<file path="config.mk">
export PLATFORM = sky130hd
export DESIGN_NAME = key_schedule_seq
export DESIGN_NICKNAME = d
export VERILOG_FILES = /design/src/rtl/key_schedule_seq.sv
export SDC_FILE = /design/constraint.sdc
export NUM_CORES = 2
export LEC_CHECK = 0
export ABC_AREA = 1
export CORE_MARGIN = 10
export CORE_UTILIZATION = 45
export CTS_BUF_LIST = sky130_fd_sc_hd__clkbuf_4 sky130_fd_sc_hd__clkbuf_8 sky130_fd_sc_hd__clkbuf_16
export CTS_CLUSTER_DIAMETER = 150
export CTS_CLUSTER_SIZE = 30
export DETAILED_ROUTE_END_ITERATION = 8
export GPL_TIMING_DRIVEN = 0
export PLACE_DENSITY = 0.68
export SKIP_CTS_REPAIR_TIMING = 1
export SYNTH_ARGS = -nofsm -noshare
export SYNTH_HDL_FRONTEND = slang
export SYNTH_SLANG_ARGS = --single-unit
</file>
<file path="constraint.sdc">
create_clock -name clk -period 13 [get_ports clk]
set_clock_uncertainty 0.1 [all_clocks]
set_input_delay 3.9 -clock clk [delete_from_list [all_inputs] [get_ports clk]]
set_output_delay 3.9 -clock clk [all_outputs]
set_load 0.02 [all_outputs]
</file>
<file path="src/rtl/key_schedule_seq.sv">
// Sequential AES key expansion: one 32-bit schedule word per cycle, one 128-bit round key every four words.
// Optional KEYSCHED_LAST_KEY_EN adds last_rk, holding the final round key for use as the decryption start key.
module key_schedule_seq (
   input  logic         clk,
   input  logic         rst,
   input  logic         start,
   input  logic [255:0] key,
   input  logic [1:0]   Algorithm,
   output logic [127:0] rk,
   output logic [3:0]   rk_idx,
   output logic         rk_valid,
   output logic         busy,
   output logic         done
`ifdef KEYSCHED_LAST_KEY_EN
   ,
   output logic [127:0] last_rk
`endif
);

   typedef enum logic {IDLE, GEN} state_t;

   localparam logic [7:0] SBOX [256] = '{
      8'h63,8'h7c,8'h77,8'h7b,8'hf2,8'h6b,8'h6f,8'hc5,8'h30,8'h01,8'h67,8'h2b,8'hfe,8'hd7,8'hab,8'h76,
      8'hca,8'h82,8'hc9,8'h7d,8'hfa,8'h59,8'h47,8'hf0,8'had,8'hd4,8'ha2,8'haf,8'h9c,8'ha4,8'h72,8'hc0,
      8'hb7,8'hfd,8'h93,8'h26,8'h36,8'h3f,8'hf7,8'hcc,8'h34,8'ha5,8'he5,8'hf1,8'h71,8'hd8,8'h31,8'h15,
      8'h04,8'hc7,8'h23,8'hc3,8'h18,8'h96,8'h05,8'h9a,8'h07,8'h12,8'h80,8'he2,8'heb,8'h27,8'hb2,8'h75,
      8'h09,8'h83,8'h2c,8'h1a,8'h1b,8'h6e,8'h5a,8'ha0,8'h52,8'h3b,8'hd6,8'hb3,8'h29,8'he3,8'h2f,8'h84,
      8'h53,8'hd1,8'h00,8'hed,8'h20,8'hfc,8'hb1,8'h5b,8'h6a,8'hcb,8'hbe,8'h39,8'h4a,8'h4c,8'h58,8'hcf,
      8'hd0,8'hef,8'haa,8'hfb,8'h43,8'h4d,8'h33,8'h85,8'h45,8'hf9,8'h02,8'h7f,8'h50,8'h3c,8'h9f,8'ha8,
      8'h51,8'ha3,8'h40,8'h8f,8'h92,8'h9d,8'h38,8'hf5,8'hbc,8'hb6,8'hda,8'h21,8'h10,8'hff,8'hf3,8'hd2,
      8'hcd,8'h0c,8'h13,8'hec,8'h5f,8'h97,8'h44,8'h17,8'hc4,8'ha7,8'h7e,8'h3d,8'h64,8'h5d,8'h19,8'h73,
      8'h60,8'h81,8'h4f,8'hdc,8'h22,8'h2a,8'h90,8'h88,8'h46,8'hee,8'hb8,8'h14,8'hde,8'h5e,8'h0b,8'hdb,
      8'he0,8'h32,8'h3a,8'h0a,8'h49,8'h06,8'h24,8'h5c,8'hc2,8'hd3,8'hac,8'h62,8'h91,8'h95,8'he4,8'h79,
      8'he7,8'hc8,8'h37,8'h6d,8'h8d,8'hd5,8'h4e,8'ha9,8'h6c,8'h56,8'hf4,8'hea,8'h65,8'h7a,8'hae,8'h08,
      8'hba,8'h78,8'h25,8'h2e,8'h1c,8'ha6,8'hb4,8'hc6,8'he8,8'hdd,8'h74,8'h1f,8'h4b,8'hbd,8'h8b,8'h8a,
      8'h70,8'h3e,8'hb5,8'h66,8'h48,8'h03,8'hf6,8'h0e,8'h61,8'h35,8'h57,8'hb9,8'h86,8'hc1,8'h1d,8'h9e,
      8'he1,8'hf8,8'h98,8'h11,8'h69,8'hd9,8'h8e,8'h94,8'h9b,8'h1e,8'h87,8'he9,8'hce,8'h55,8'h28,8'hdf,
      8'h8c,8'ha1,8'h89,8'h0d,8'hbf,8'he6,8'h42,8'h68,8'h41,8'h99,8'h2d,8'h0f,8'hb0,8'h54,8'hbb,8'h16
   };

   state_t        r_state, w_nextState;
   logic [255:0]  r_key;
   logic [1:0]    r_alg;
   logic [5:0]    r_w;
   logic [2:0]    r_phase;
   logic [7:0]    r_rcon;
   logic [31:0]   r_win [8];
   logic [127:0]  r_rk;
   logic [3:0]    r_rkIdx;
   logic          r_rkValid;
   logic          r_done;

   logic          w_accept, w_produce, w_inKey, w_isNk8;
   logic [5:0]    w_nk, w_lastWord;
   logic [2:0]    w_nkMinus1, w_keySel;
   logic [31:0]   w_prev, w_back, w_keyWord, w_subIn, w_sub, w_word;
   logic [127:0]  w_rkNext;

   // Per-variant parameters derived from the latched algorithm; 11 is never latched.
   always_comb begin
      w_nk       = 6'd4;
      w_nkMinus1 = 3'd3;
      w_lastWord = 6'd43;
      case (r_alg)
         2'b01:   begin w_nk = 6'd6; w_nkMinus1 = 3'd5; w_lastWord = 6'd51; end
         2'b10:   begin w_nk = 6'd8; w_nkMinus1 = 3'd7; w_lastWord = 6'd59; end
         default: begin w_nk = 6'd4; w_nkMinus1 = 3'd3; w_lastWord = 6'd43; end
      endcase
   end

   assign w_isNk8   = (r_alg == 2'b10);
   assign w_accept  = (r_state == IDLE) && start && (Algorithm != 2'b11);
   assign w_produce = (r_state == GEN) && (r_w <= w_lastWord);
   assign w_inKey   = (r_w < w_nk);
   assign w_prev    = r_win[0];
   assign w_back    = r_win[w_nkMinus1];
   assign w_keySel  = 3'd7 - r_w[2:0];
   assign w_keyWord = r_key[{w_keySel, 5'd0} +: 32];
   assign w_subIn   = (r_phase == 3'd0) ? {w_prev[23:0], w_prev[31:24]} : w_prev;
   assign w_sub     = {SBOX[w_subIn[31:24]], SBOX[w_subIn[23:16]],
                       SBOX[w_subIn[15:8]],  SBOX[w_subIn[7:0]]};
   assign w_rkNext  = {r_win[2], r_win[1], r_win[0], w_word};

   always_comb begin
      w_word = w_back ^ w_prev;
      if (w_inKey)
         w_word = w_keyWord;
      else if (r_phase == 3'd0)
         w_word = w_back ^ w_sub ^ {r_rcon, 24'h0};
      else if (w_isNk8 && (r_phase == 3'd4))
         w_word = w_back ^ w_sub;
   end

   always_ff @(posedge clk) begin
      if (rst) r_state <= IDLE;
      else     r_state <= w_nextState;
   end

   // GEN stays one extra cycle after the last word so busy drops one edge after done.
   always_comb begin
      w_nextState = r_state;
      case (r_state)
         IDLE:    if (w_accept) w_nextState = GEN;
         GEN:     if (!w_produce) w_nextState = IDLE;
         default: w_nextState = IDLE;
      endcase
   end

   always_ff @(posedge clk) begin
      if (rst) begin
         r_key     <= '0;
         r_alg     <= 2'b00;
         r_w       <= '0;
         r_phase   <= '0;
         r_rcon    <= 8'h01;
         for (int i = 0; i < 8; i++) r_win[i] <= '0;
         r_rk      <= '0;
         r_rkIdx   <= '0;
         r_rkValid <= 1'b0;
         r_done    <= 1'b0;
      end else begin
         r_rkValid <= 1'b0;
         r_done    <= 1'b0;
         if (w_accept) begin
            r_key   <= key;
            r_alg   <= Algorithm;
            r_w     <= '0;
            r_phase <= '0;
            r_rcon  <= 8'h01;
         end else if (w_produce) begin
            r_win[0] <= w_word;
            for (int i = 7; i > 0; i--) r_win[i] <= r_win[i-1];
            r_w     <= r_w + 6'd1;
            r_phase <= (r_phase == w_nkMinus1) ? 3'd0 : r_phase + 3'd1;
            if (!w_inKey && (r_phase == 3'd0))
               r_rcon <= {r_rcon[6:0], 1'b0} ^ (r_rcon[7] ? 8'h1b : 8'h00);
            if (r_w[1:0] == 2'b11) begin
               r_rk      <= w_rkNext;
               r_rkIdx   <= r_w[5:2];
               r_rkValid <= 1'b1;
               r_done    <= (r_w == w_lastWord);
            end
         end
      end
   end

`ifdef KEYSCHED_LAST_KEY_EN
   logic [127:0] r_lastRk;

   always_ff @(posedge clk) begin
      if (rst)
         r_lastRk <= '0;
      else if (w_produce && (r_w == w_lastWord))
         r_lastRk <= w_rkNext;
   end

   assign last_rk = r_lastRk;
`endif

   assign rk       = r_rk;
   assign rk_idx   = r_rkIdx;
   assign rk_valid = r_rkValid;
   assign done     = r_done;
   assign busy     = (r_state == GEN);

endmodule

</file>
==> summary.txt <==
Clock network
  • Clock sink total: 666
  • Worst-path clk slew: 0.12 ns
  • Clock Latency Late Sink: 0.65 ns
  • Root Buffer: clkbuf_16
  • Longest Clk Path Bufs: 3
  • Num CTS Buffers: 26
  • CTS H-tree lvls: 1
  • CTS tree: yes

Logic synthesis
  • Xor/xnor share of the synthesized area: 0.242%
  • Top_reg_cell synth: dfxtp_1
  • Yosys reg bits: 666
  • Post-Synth Adder-Cell Area: 1.32%
  • Syn nets: 6070
  • Synthesized area per cell: 6.90 µm²
  • Main combinational cell family by area after synthesis: simple AND/OR/NAND/NOR gates
  • Synth cell types: 51
  • Syn. warnings: 0
  • Post-synth EDFFs: 256
  • Mux cell area share after synthesis: 0%
  • Simple-gate share of the synthesized area: 31.0%
  • Post-synth ARST share: 0%
  • Compound-Gate Fraction of Synth Area: 17.7%
  • Synth Instances: 5767
  • Post-synthesis sequential area ratio: 39.9%
  • Mapped Area: 0.0398 mm²

Critical path
  • WP data required: 13.27 ns
  • Critical-path maximum fanout: 71
  • Critical Path AT: 8.79 ns
  • Critical Path Source Type: input port
  • Critical path class: in -> reg
  • CP Capture Type: register

STA
  • # setup viols final: 0
  • Final hold violations: 0
  • Final Critical Period: 8.52 ns
  • Hold WS: 0.354 ns
  • F_max: 117 MHz
  • Slew Limit Headroom: 13.6%
  • Final Max Slew Viols: 0
  • Ratio of final minimum period to clock period: 65.5%
  • Unrepaired setup endpoints after global routing: false
  • Final worst slack: 4.48 ns
  • Slew @ Worst Pin: 1.30 ns

Power
  • Peak VDD IR: 0.0903 mV
  • Power per standard cell area: 138 mW/mm²
  • Leakage: 19.2 nW

Global route
  • Total congestion overflow: 0
  • GRT Resource Usage Total: 40.7%
  • First-pass GRT wire length: 303000 µm
  • Initial antenna violation count: 13
  • Largest net degree at the start of global routing: 72
  • Vias in the first global route: 43781

Cells and area
  • Share of cells above drive strength 1: 4.65%
  • Layout net count: 6499
  • P&R area growth vs syn: 15.9%

Worst hold path
  • Hold Path Class: reg -> reg

Floorplan
  • Die width: 317 µm
  • Die Ht: 317 µm
  • Die Area: 0.101 mm²
  • Core area: 0.0873 mm²
  • Ports: 396
  • FP Rows: 108
  • Initial Util: 45.6%

Detailed routing
  • Routed wire per std cell: 29.2 µm
  • DRC marker count from the first detailed-route iteration: 8539
  • Via count: 47284
  • Detailed-route vias per instance: 6.42
  • Drt first pass iters: 9
  • Final wirelength: 215000 µm
  • Post-route ant nets: 0
  • Drc violations: 0

Placement
  • HPWL after detailed placement: 166000 µm
  • Port Buf Inserts: 395
  • Place WS: 4.15 ns
  • Routability cong.: 1.12

Outcome
  • Status: complete, no violations

Flow run
  • Max_cap viols: 0
==> stage by stage <==
step | power (mW) | std cells | cell area (µm²) | utilization, % | setup TNS (ns)
2_1_floorplan | 4.01 | 5767 | 39800 | - | 0
3_3_place_gp | 5.18 | 7317 | 45200 | 51.8 | -582.72
3_5_place_dp | 5.10 | 7321 | 45300 | 51.9 | 0
4_1_cts | 6.14 | 7364 | 46100 | 52.8 | 0
5_1_grt | 6.50 | 7366 | 46100 | 52.8 | 0
6_report | 6.36 | 7369 | 46100 | 52.8 | 0
==> sequential cells by signal, indices dropped and copies added, names as in the netlist <==
| register | cells |
|---|---|
| r_win | 256 |
| r_rcon | 8 |
| r_alg | 2 |
| rk | 128 |
| r_w | 6 |
| rk_idx | 4 |
| done | 1 |
| busy | 1 |
| rk_valid | 1 |
| r_key | 256 |
| r_phase | 3 |
==> cell usage after synthesis (all sizes together) (3+ instances only) <==
cell	n	area share, %
xnor2	5	0.11
clkinv	5	0.047
edfxtp	256	19
nor3	10	0.14
nand2	1280	12
nand3	1075	14
o311ai	8	0.18
o21a	24	0.45
o221ai	5	0.11
a21oi	389	4.9
inv	551	5.2
o21ai	590	7.8
dfxtp	410	21
o211ai	158	3.0
xor2	6	0.13
nor2	438	4.3
nand3b	23	0.43
nand4	10	0.16
ha	42	1.3
a31oi	17	0.28
buf	140	2.0
clkbuf	265	2.5
o31ai	25	0.47
o22ai	21	0.33
a211oi	3	0.057
==> cells by family (layout without fill, tap and decap cells) <==
kind of cell | count (synthesis) | count (layout)
other | 0 | 3
adder cells (fa/ha/maj) | 42 | 42
flip-flops | 666 | 666
XOR/XNOR | 11 | 11
AO/OA/AOI/OAI | 1247 | 1247
buffers and inverters | 961 | 1405
AND/OR/NAND/NOR | 2840 | 2840
==> layer usage <==
metal	wire, µm	track usage, %	up-vias
met5	110	0	-
met4	18100	27.5	16
met3	29700	10.9	924
met2	91500	62.0	4161
met1	75700	50.0	21897
li1	-	-	20286
==> layout make-up <==
class | count | area [µm²]
Multi-Input combinational cell | 4140 | 20000
Tap cell | 1155 | 1450
Antenna cell | 3 | 7.51
Fill cell | 8587 | 41200
Inverter | 556 | 2090
Buffer | 405 | 1800
Timing Repair Buffer | 401 | 4050
Clock inverter | 2 | 46.3
Sequential cell | 666 | 15900
Clock buffer | 41 | 763
==> cell usage in the layout, fill, tap and decap left out, drive strengths merged, types with 5 or more instances in the layout <==
cell type / synthesis / final
a31oi: 17 / 17
clkinv: 5 / 7
a21oi: 389 / 389
nand2: 1280 / 1280
o311ai: 8 / 8
nand3b: 23 / 23
nand3: 1075 / 1075
nor3: 10 / 10
clkbuf: 265 / 308
ha: 42 / 42
xor2: 6 / 6
o221ai: 5 / 5
clkdlybuf4s50: 0 / 395
o21a: 24 / 24
nand4: 10 / 10
xnor2: 5 / 5
dfxtp: 410 / 410
buf: 140 / 144
o21ai: 590 / 590
o22ai: 21 / 21
nor2: 438 / 438
o31ai: 25 / 25
inv: 551 / 551
edfxtp: 256 / 256
o211ai: 158 / 158
==> critical path, stage by stage <==
cell and delay (ns):
clkdlybuf4s50_1 0.65, inv_1 0.21, clkbuf_1 0.97, clkbuf_1 0.82
clkbuf_1 0.50, nand2_4 0.62, buf_16 0.48, buf_16 0.28
buf_16 0.27
==> report_power, final <==
part	internal, mW	switching [mW]
logic	0.736	2.15
registers	2.30	0.0708
clock network	0.417	0.677
==> final timing paths <==
path	slack (ns)	to	cells past startpoint	start
worst min register to register	0.35	r_key[127]	2	r_key[127]
worst max-delay path	4.48	r_win[4][3]	9	rst
worst min-delay path	0.35	r_key[127]	2	r_key[127]
worst max register to register	7.95	r_win[0][1]	19	r_phase[1]
No activity file was read; power rests on OpenSTA's default activity.
